===== src/rtl/sdram_arb_pkg.sv =====
// sdram_arb_pkg: shared state encoding and burst lengths for sdram_req_arbiter.
package sdram_arb_pkg;
    typedef enum logic [2:0] {IDLE, RD_REQ, RD_DATA, GUARD, WR_REQ, WR_DATA} arb_state_e;
    localparam logic [8:0] RD_BURST_LEN = 9'd8;
    localparam logic [8:0] WR_BURST_LEN = 9'd1;
endpackage


===== src/rtl/sdram_req_arbiter.sv =====
// sdram_req_arbiter: grants video burst reads (priority) or single FTDI writes onto one SDRAM app port.
// Define ARB_WR_STARVE_GUARD_EN to force a pending write through after MAX_RD_RUN read grants.
module sdram_req_arbiter
    import sdram_arb_pkg::*;
#(
    parameter int AW = 25,
    parameter int DW = 16,
    parameter int GUARD_CYC = 2,
    parameter int MAX_RD_RUN = 8
) (
    input  logic          mem_clk,
    input  logic          reset,
    input  logic          rd_req,
    input  logic [AW-1:0] rd_addr,
    output logic          rd_ack,
    output logic          rd_done,
    input  logic          wr_req,
    input  logic [AW-1:0] wr_addr,
    input  logic [DW-1:0] wr_data,
    output logic          wr_ack,
    output logic          wr_done,
    output logic          app_req,
    output logic [AW-1:0] app_req_addr,
    output logic [8:0]    app_req_len,
    output logic          app_req_wr_n,
    output logic [DW-1:0] app_wr_data,
    input  logic          app_req_ack,
    input  logic          app_wr_next_req,
    input  logic          app_rd_valid,
    input  logic          app_last_rd,
    output logic          busy
);
    localparam int GW = $clog2(GUARD_CYC + 2);

    arb_state_e    state_q, state_d;
    logic [GW-1:0] gcnt_q, gcnt_d;
    logic          app_req_q, app_req_d, wr_n_q, wr_n_d;
    logic [8:0]    len_q, len_d;
    logic [AW-1:0] addr_q, addr_d;
    logic [DW-1:0] wdata_q, wdata_d;
    logic          rd_ack_q, rd_ack_d, rd_done_q, rd_done_d;
    logic          wr_ack_q, wr_ack_d, wr_done_q, wr_done_d;
    logic          gnt_rd, gnt_wr, expired, starve;

`ifdef ARB_WR_STARVE_GUARD_EN
    localparam int RW = $clog2(MAX_RD_RUN + 1);
    logic [RW-1:0] run_q, run_d;
    logic          run_sat;
    assign run_sat = run_q == RW'(MAX_RD_RUN);
    assign starve  = wr_req && run_sat;
    always_comb run_d = wr_ack_d ? '0 : (gnt_rd && wr_req && !run_sat) ? run_q + RW'(1) : run_q;
    always_ff @(posedge mem_clk) run_q <= reset ? '0 : run_d;
`else
    localparam int unused_max_rd_run = MAX_RD_RUN;
    assign starve = 1'b0;
`endif

    always_comb begin
        state_d   = state_q;
        gcnt_d    = gcnt_q;
        app_req_d = app_req_q;
        wr_n_d    = wr_n_q;
        len_d     = len_q;
        addr_d    = addr_q;
        wdata_d   = wdata_q;
        rd_ack_d  = 1'b0;
        rd_done_d = 1'b0;
        wr_ack_d  = 1'b0;
        wr_done_d = 1'b0;
        gnt_rd    = 1'b0;
        gnt_wr    = 1'b0;
        expired   = gcnt_q == GW'(GUARD_CYC);
        case (state_q)
            IDLE: begin
                gnt_rd = rd_req && !starve;
                gnt_wr = wr_req && !gnt_rd;
            end
            RD_REQ: if (app_req_ack) begin
                rd_ack_d  = 1'b1;
                app_req_d = 1'b0;
                state_d   = RD_DATA;
            end
            RD_DATA: if (app_rd_valid && app_last_rd) begin
                rd_done_d = 1'b1;
                gcnt_d    = '0;
                state_d   = GUARD;
            end
            GUARD: begin
                // reads may cut the guard short; writes must wait out the turnaround
                gnt_rd = rd_req && !starve;
                gnt_wr = !gnt_rd && expired && wr_req;
                if (!gnt_rd && !gnt_wr) begin
                    state_d = expired ? IDLE : GUARD;
                    gcnt_d  = expired ? gcnt_q : gcnt_q + GW'(1);
                end
            end
            WR_REQ: if (app_req_ack) begin
                wr_ack_d  = 1'b1;
                wr_done_d = app_wr_next_req;
                app_req_d = 1'b0;
                state_d   = app_wr_next_req ? IDLE : WR_DATA;
            end
            WR_DATA: if (app_wr_next_req) begin
                wr_done_d = 1'b1;
                state_d   = IDLE;
            end
            default: state_d = IDLE;
        endcase
        if (gnt_rd) begin
            state_d   = RD_REQ;
            app_req_d = 1'b1;
            wr_n_d    = 1'b1;
            len_d     = RD_BURST_LEN;
            addr_d    = rd_addr;
        end
        if (gnt_wr) begin
            state_d   = WR_REQ;
            app_req_d = 1'b1;
            wr_n_d    = 1'b0;
            len_d     = WR_BURST_LEN;
            addr_d    = wr_addr;
            wdata_d   = wr_data;
        end
    end

    always_ff @(posedge mem_clk) begin
        if (reset) begin
            state_q   <= IDLE;
            gcnt_q    <= '0;
            app_req_q <= 1'b0;
            wr_n_q    <= 1'b1;
            len_q     <= '0;
            addr_q    <= '0;
            wdata_q   <= '0;
            rd_ack_q  <= 1'b0;
            rd_done_q <= 1'b0;
            wr_ack_q  <= 1'b0;
            wr_done_q <= 1'b0;
        end else begin
            state_q   <= state_d;
            gcnt_q    <= gcnt_d;
            app_req_q <= app_req_d;
            wr_n_q    <= wr_n_d;
            len_q     <= len_d;
            addr_q    <= addr_d;
            wdata_q   <= wdata_d;
            rd_ack_q  <= rd_ack_d;
            rd_done_q <= rd_done_d;
            wr_ack_q  <= wr_ack_d;
            wr_done_q <= wr_done_d;
        end
    end

    assign app_req      = app_req_q;
    assign app_req_wr_n = wr_n_q;
    assign app_req_len  = len_q;
    assign app_req_addr = addr_q;
    assign app_wr_data  = wdata_q;
    assign rd_ack       = rd_ack_q;
    assign rd_done      = rd_done_q;
    assign wr_ack       = wr_ack_q;
    assign wr_done      = wr_done_q;
    assign busy         = state_q != IDLE;
endmodule


===== config.mk =====
export PLATFORM = sky130hd
export DESIGN_NAME = sdram_req_arbiter
export DESIGN_NICKNAME = d
export VERILOG_FILES = /design/src/rtl/sdram_arb_pkg.sv /design/src/rtl/sdram_req_arbiter.sv
export SDC_FILE = /design/constraint.sdc
export NUM_CORES = 1
export LEC_CHECK = 0
export CORE_MARGIN = 4
export CORE_UTILIZATION = 37
export DETAILED_ROUTE_END_ITERATION = 16
export HOLD_SLACK_MARGIN = 0.1
export PLACE_DENSITY = 0.77
export SYNTH_ARGS = -nofsm -noshare
export SYNTH_HDL_FRONTEND = slang
export SYNTH_SLANG_ARGS = --single-unit

===== constraint.sdc =====
create_clock -name mem_clk -period 2.1 [get_ports mem_clk]
set_clock_uncertainty 0.2 [all_clocks]
set_input_delay 0.42 -clock mem_clk [delete_from_list [all_inputs] [get_ports mem_clk]]
set_output_delay 0.42 -clock mem_clk [all_outputs]
set_load 0.02 [all_outputs]

==> metrics.md, run 1 <==
| Metric | Value |
|---|---|
| Outcome | `finished clean` |
| Hold endpoint | `app_wr_data[9]$_SDFFE_PP0P_` |
| Leak pwr | `1.41 nW` |
| Worst hold path class | `flip-flop to flip-flop` |
| Pre-antenna DRT Iters | `4` |
| Tcrit/Tclk final | `between 90% and 100%` |
| IO buf count | `123` |
| Synth top area cells | `dfxtp_1, nand2_1, a21oi_1, a22oi_2, a22oi_1` |
| Fin crit period | `about 2 ns` |
| Crit path kind | `input port to flip-flop` |
| EDFF count, synth | `0` |
| CP required | `2.08 ns` |
| Hold Fails Final Rpt | `0` |
| Hold Path Depth | `2` |
| Placed Area | `about 3700 um2` |
| Max_cap viols | `0` |
| Synth area leader | `dfxtp_1` |
| Critical Path Start | `wr_req` |
| Most used DFF post-synth | `dfxtp_1` |
| Die Span X | `around 88 um` |
| Reg2Reg Depth | `6` |
| Hold path startpoint | `app_wr_data[9]$_SDFFE_PP0P_` |
| Inserted Clock Buffers | `5` |
| Final setup TNS | `0 ns` |
| Initial antenna violation count | `0` |
| Dpl hpwl | `between 5000 and 6000 um` |
| Worst R2R End | `app_req_addr[2]$_SDFFE_PP0P_` |
| Finish-stage setup viols | `0` |
| Initial Util | `between 30% and 40%` |
| Worst r2r src | `state_q[0]$_SDFFE_PP0P_` |
| Post-synthesis sequential area ratio | `approximately 45%` |
| Synthesized instance count | `270` |
| N_diodes | `0` |
| Maximum vdd ir drop | `approximately 0.00036 V` |
| Clock root buffer | `clkbuf_8` |
| Worst Setup End Kind | `flip-flop` |
| Post-Syn Area | `about 2400 um2` |
| Top-count cell post-synth | `nand2_1` |
| H-tree depth reported by CTS | `2` |
| Worst skew pair latency | `0.30 ns` |
| Ys async rst share | `0%` |
| Layout cells sized above 1 | `approximately 14%` |
| Via/cell ratio | `about 5` |
| Core area | `~6300 um2` |
| First-pass GRT wire length | `10300 um` |
| Pwr dens | `804 nW/um2` |
| Die area | `a little under 8000 um2` |
| CTS Hold Bufs | `0` |
| GPL Wtd Cong | `around 0.86` |
| Max Root-Sink Buffers | `2` |
| Gr usage total | `~17%` |
| Max-slew violations | `0` |
| Syn avg cell area | `8.84 um2` |
| Fmax | `~500 MHz` |
| Flops & latches, synth | `54` |
| Vias in the first global route | `approximately 2.3k` |
| Clock Sinks | `54` |
| CP Data Arrival Time | `~2 ns` |
| Hold_ws | `around 0.26 ns` |
| Yosys cell types | `38` |
| Synth-to-layout area growth | `63.4%` |
| Post-synth top area share | `between 40% and 50%` |
| Post-route cell area | `around 3900 um2` |
| Fill cell count | `roughly 540` |
| R2R Setup Slk | `0.18 ns` |
| Post-Layout Cell Count | `476` |
| Total number of vias | `2373` |
| Critical Path Start Type | `input port` |
| DRC | `0` |
| Synthesis Warnings | `0` |
| Die H | `between 80 and 90 um` |
| Commonest cells post-synth | `nand2_1, dfxtp_1, a21oi_1, a22oi_1` |
| Clock slew at reported path FFs | `about 0.090 ns` |
| CTS tree | `yes` |
| Post-route ant nets | `0` |
| Row count | `29` |
| RSZ-0062 raised after global routing | `no` |
| Placed Cells incl. Taps | `roughly 470` |
| Crit Path Max Fanout | `11` |
| IO Pins | `131` |
| Initial DRC count | `approximately 120` |
| Final net count | `about 470` |
| Largest net degree at the start of global routing | `21` |
| Detailed Route WL | `roughly 6700 um` |
| WL per Instance | `roughly 14 um` |
| Grt ovf | `0` |
[power by group]
group | switching, mW | internal, mW
Clock | 0.323 | 0.382
Sequential | 0.0751 | 1.15
Combinational | 0.597 | 0.613
Total | 0.995 | 2.14
[routing by layer]
| layer | global-route usage [%] | vias up | part of all wire [%] |
|---|---|---|---|
| met3 | 8.01 | 9 | 13 |
| li1 | - | 1176 | - |
| met1 | 19.1 | 1075 | 39 |
| met5 | 0 | - | 0 |
| met4 | 4.53 | 0 | 1.3 |
| met2 | 28.6 | 113 | 46 |
[worst max-delay path, stage by stage]
cell             delay (ns)
clkdlybuf4s50_1        0.49
or3b_4                 0.41
a21oi_4                0.16
buf_12                 0.17
nor2_4                 0.05
buf_12                 0.14
nand2_1                0.08
a21oi_2                0.05
[state kept, by name, summed over array words and instances, names as in the netlist]
| register | count |
|---|---|
| app_req | 1 |
| wr_ack | 1 |
| rd_ack | 1 |
| app_req_addr | 25 |
| app_wr_data | 16 |
| app_req_wr_n | 1 |
| rd_done | 1 |
| app_req_len | 2 |
| gcnt_q | 2 |
| wr_done | 1 |
| state_q | 3 |
[how the worst max path moves through the flow]
stage,cells past startpoint,slack (ns),to
6_report,8,0.10,app_req_addr[6]$_SDFFE_PP0P_
5_1_grt,6,0.01,app_req_addr[1]$_SDFFE_PP0P_
4_1_cts,2,0.1,busy
3_5_place_dp,7,-0.24,app_req_addr[10]$_SDFFE_PP0P_
3_3_place_gp,7,-0.22,app_req_addr[5]$_SDFFE_PP0P_
2_1_floorplan,6,0.31,app_req_addr[10]$_SDFFE_PP0P_
[per-stage QoR]
| stage | total power [mW] | utilization [%] | setup WS (ns) |
|---|---|---|---|
| 2_1_floorplan | 1.90 | - | 0.312 |
| 3_3_place_gp | 2.40 | 59.4 | -0.217 |
| 3_5_place_dp | 2.42 | 59.4 | -0.243 |
| 4_1_cts | 3.13 | 61.3 | 0.0954 |
| 5_1_grt | 3.31 | 61.8 | 0.0134 |
| 6_report | 3.14 | 61.8 | 0.101 |
[logic make-up (layout without fill, tap and decap cells)]
| kind of cell | Yosys count | in the layout | share of synthesized area (%) |
|---|---|---|---|
| compound gates | 84 | 84 | 25.4 |
| xor+xnor | 1 | 1 | 0.367 |
| fa+ha+maj | 1 | 1 | 0.524 |
| buf+inv | 29 | 151 | 7.70 |
| flops | 54 | 54 | 45.3 |
| mux | 5 | 5 | 2.15 |
| other cells | 1 | 7 | 0.157 |
| simple gates | 95 | 96 | 18.4 |
[cells in the final DEF, fill, tap and decap left out, types with 2 or more instances in the layout]
cell             instances
clkbuf_8                 6
nor2b_1                  2
nand2b_1                 5
nor4b_1                  2
a21oi_1                 37
nand2_1                 60
nor2_4                   2
a22oi_2                 10
a21oi_4                  2
o21ai_0                  5
dfxtp_1                 54
mux2i_1                  4
conb_1                   7
nor3_1                   5
nand3_1                  2
nor3b_1                  2
a22oi_1                 15
buf_4                   14
clkdlybuf4s50_1        121
buf_12                   6
nand3b_1                 2
nor2_1                   9
a21oi_2                 10
[layout make-up]
| type | instances | area [um2] | area share [%] |
|---|---|---|---|
| Multi-Input combinational cell | 194 | 1160 | 29.6 |
| Timing Repair Buffer | 143 | 1450 | 37.2 |
| Tap cell | 77 | 96.3 | 2.47 |
| Clock buffer | 6 | 82.6 | 2.12 |
| Inverter | 1 | 3.75 | 0.0962 |
| Sequential cell | 54 | 1080 | 27.7 |
| Clock inverter | 1 | 30.0 | 0.770 |
[what timing repair did]
item,in CTS,in global routing
pin swaps,1,1
gates resized for setup,2,0
buffers inserted,0,2
gates cloned,1,0
endpoints found under the setup margin,12,4
Note: power is estimated with default switching activity, not from simulation.
==> run 2: changes to the inputs <==
- CORE_MARGIN: 4 -> 1
- SETUP_SLACK_MARGIN: unset -> 0.05
==> metrics.md, run 2 (synthesis gave the netlist of run 1 again) <==
| Metric | Value |
|---|---|
| Commonest cells after routing, fill and taps aside | `clkdlybuf4s50_1, nand2_1, dfxtp_1, a21oi_1, a22oi_1` |
| Post-route ant nets | `0` |
| Fin crit period | `1.99 ns` |
| CP Depth | `7` |
| GPL Wtd Cong | `0.830` |
| Row count | `28` |
| DRC | `0` |
| Initial antenna violation count | `0` |
| Die area | `6780 um2` |
| Via/cell ratio | `4.89` |
| CP required | `about 2.2 ns` |
| Worst hold path class | `flip-flop to flip-flop` |
| Crit Path Max Fanout | `18` |
| Pwr dens | `810 nW/um2` |
| Vias in the first global route | `around 2.1k` |
| Seq pwr share | `38.8%` |
| Reg2Reg Depth | `8` |
| Die Span X | `~82 um` |
| Hold_ws | `around 0.26 ns` |
| Final net count | `around 470` |
| Largest net degree at the start of global routing | `27` |
| Clock group share of total power | `between 20% and 30%` |
| Crit path kind | `input port to flip-flop` |
| CP Data Arrival Time | `approximately 2.0 ns` |
| Die H | `between 80 and 90 um` |
| Comb power frac | `between 30% and 40%` |
| Commonest non-fill, non-tap cell in the layout | `clkdlybuf4s50_1` |
| Synth-to-layout area growth | `61.7%` |
| Max_cap viols | `0` |
| CTS tree | `yes` |
| Maximum vdd ir drop | `0.000344 V` |
| Dpl hpwl | `roughly 4800 um` |
| CP bufs+invs | `3` |
| H-tree depth reported by CTS | `2` |
| Int Pwr | `roughly 2.1 mW` |
| Initial DRC count | `107` |
| N_diodes | `0` |
| Leak pwr | `1.40 nW` |
| IO Pins | `131` |
| Clock slew at reported path FFs | `roughly 0.10 ns` |
| Tcrit/Tclk final | `a little over nine tenths` |
| Clock root buffer | `clkbuf_8` |
| Hold Path Depth | `2` |
| CP cell instances | `clkdlybuf4s50_1 -> or3b_4 -> a21oi_4 -> buf_4 -> buf_12 -> a22oi_1 -> a21oi_1` |
| RSZ-0062 raised after global routing | `no` |
| Psw | `between 1 and 1.5 mW` |
| Outcome | `finished clean` |
| Critical Path Start Type | `input port` |
| WL per Instance | `around 14 um` |
| Finish-stage setup viols | `0` |
| Post-Layout Cell Count | `473` |
| Layout cells sized above 1 | `roughly 14%` |
| Inserted Clock Buffers | `5` |
| Core area | `around 6000 um2` |
| Fmax | `between 500 and 600 MHz` |
| Biggest cell delay along the critical path | `0.42 ns` |
| CTS Hold Bufs | `0` |
| Worst Setup End Kind | `flip-flop` |
| IO buf count | `approximately 120` |
| Worst skew pair latency | `approximately 0.31 ns` |
| Detailed Route WL | `approximately 6400 um` |
| Clock Sinks | `54` |
| Sw Ratio | `32.1%` |
| Max Root-Sink Buffers | `2` |
| Crit-path slowest cell | `clkdlybuf4s50_1` |
| Initial Util | `between 30 and 40%` |
| Final core occ | `63.7%` |
| Total number of vias | `about 2.3k` |
| Hold Fails Final Rpt | `0` |
| Max-slew violations | `0` |
| Placed Cells incl. Taps | `460` |
| CP delay by family, top | `buffers and inverters` |
| Max reg flops | `25` |
| Pre-antenna DRT Iters | `4` |
| First-pass GRT wire length | `between 9000 and 10000 um` |
| Gr usage total | `between 10% and 20%` |
| Grt ovf | `0` |
## run 2: cell types whose count changed in the layout (fill, tap and decap cells not counted), sizes merged
cell           before  now
dlymetal6s2s        0    1
dlygate4sd2         1    0
inv                 1    2
buf                21   19
clkdlybuf4s15       0    1
clkdlybuf4s50     121  120
## run 2: worst min-delay path, stage by stage, from the launching register on
cell     delay, ns
dfxtp_1       0.32
nand2_1       0.05
a21oi_1       0.05
## run 2: worst paths after layout
check	start	endpoint	slack [ns]
max	rd_req	app_req_addr[14]$_SDFFE_PP0P_	0.11
min	app_req_addr[21]$_SDFFE_PP0P_	app_req_addr[21]$_SDFFE_PP0P_	0.26
max reg2reg	gcnt_q[0]$_SDFFE_PP0P_	app_req_addr[0]$_SDFFE_PP0P_	0.17
min reg2reg	app_req_addr[21]$_SDFFE_PP0P_	app_req_addr[21]$_SDFFE_PP0P_	0.26
## run 2: routing by layer
layer | global-route usage, % | up-vias | routed length, um
li1 | - | 1170 | -
met1 | 20.6 | 1039 | 2560
met2 | 31.4 | 96 | 3110
met3 | 7.47 | 9 | 663
met4 | 7.02 | 0 | 89
met5 | 0 | - | 0
## run 2: power by group through the flow
stage                     sequential [mW]  clock, mW  combinational, mW
after floorplan                      1.36          0              0.534
after global placement               1.23          0               1.13
after detailed placement             1.24          0               1.14
after CTS                            1.21      0.758               1.14
after global routing                 1.23      0.795               1.28
final                                1.21      0.730               1.18
## run 2: layout make-up
class	count	area, um2
multi-input cells	194	1160
flip-flops and latches	54	1080
clock inverters	2	38.8
repair buffers	141	1410
clock buffers	6	82.6
fillers	538	2200
well taps	75	93.8
inverters	1	3.75
## run 2: through the flow
| stage | worst slack (ns) | TNS (ns) | power [mW] | area [um2] |
|---|---|---|---|---|
| 6_report | 0.109 | 0 | 3.13 | 3860 |
| 3_3_place_gp | -0.173 | -6.35 | 2.36 | 3680 |
| 5_1_grt | 0.0419 | 0 | 3.30 | 3860 |
| 2_1_floorplan | 0.312 | 0 | 1.90 | 2410 |
| 4_1_cts | 0.0543 | 0 | 3.11 | 3800 |
| 3_5_place_dp | -0.193 | -7.68 | 2.38 | 3680 |
## run 2: repair_timing
item,in CTS,in global routing
setup buffers,0,4
gates resized for setup,1,4
cloned,0,1
setup endpoints to repair,1,27
pin swaps,0,1
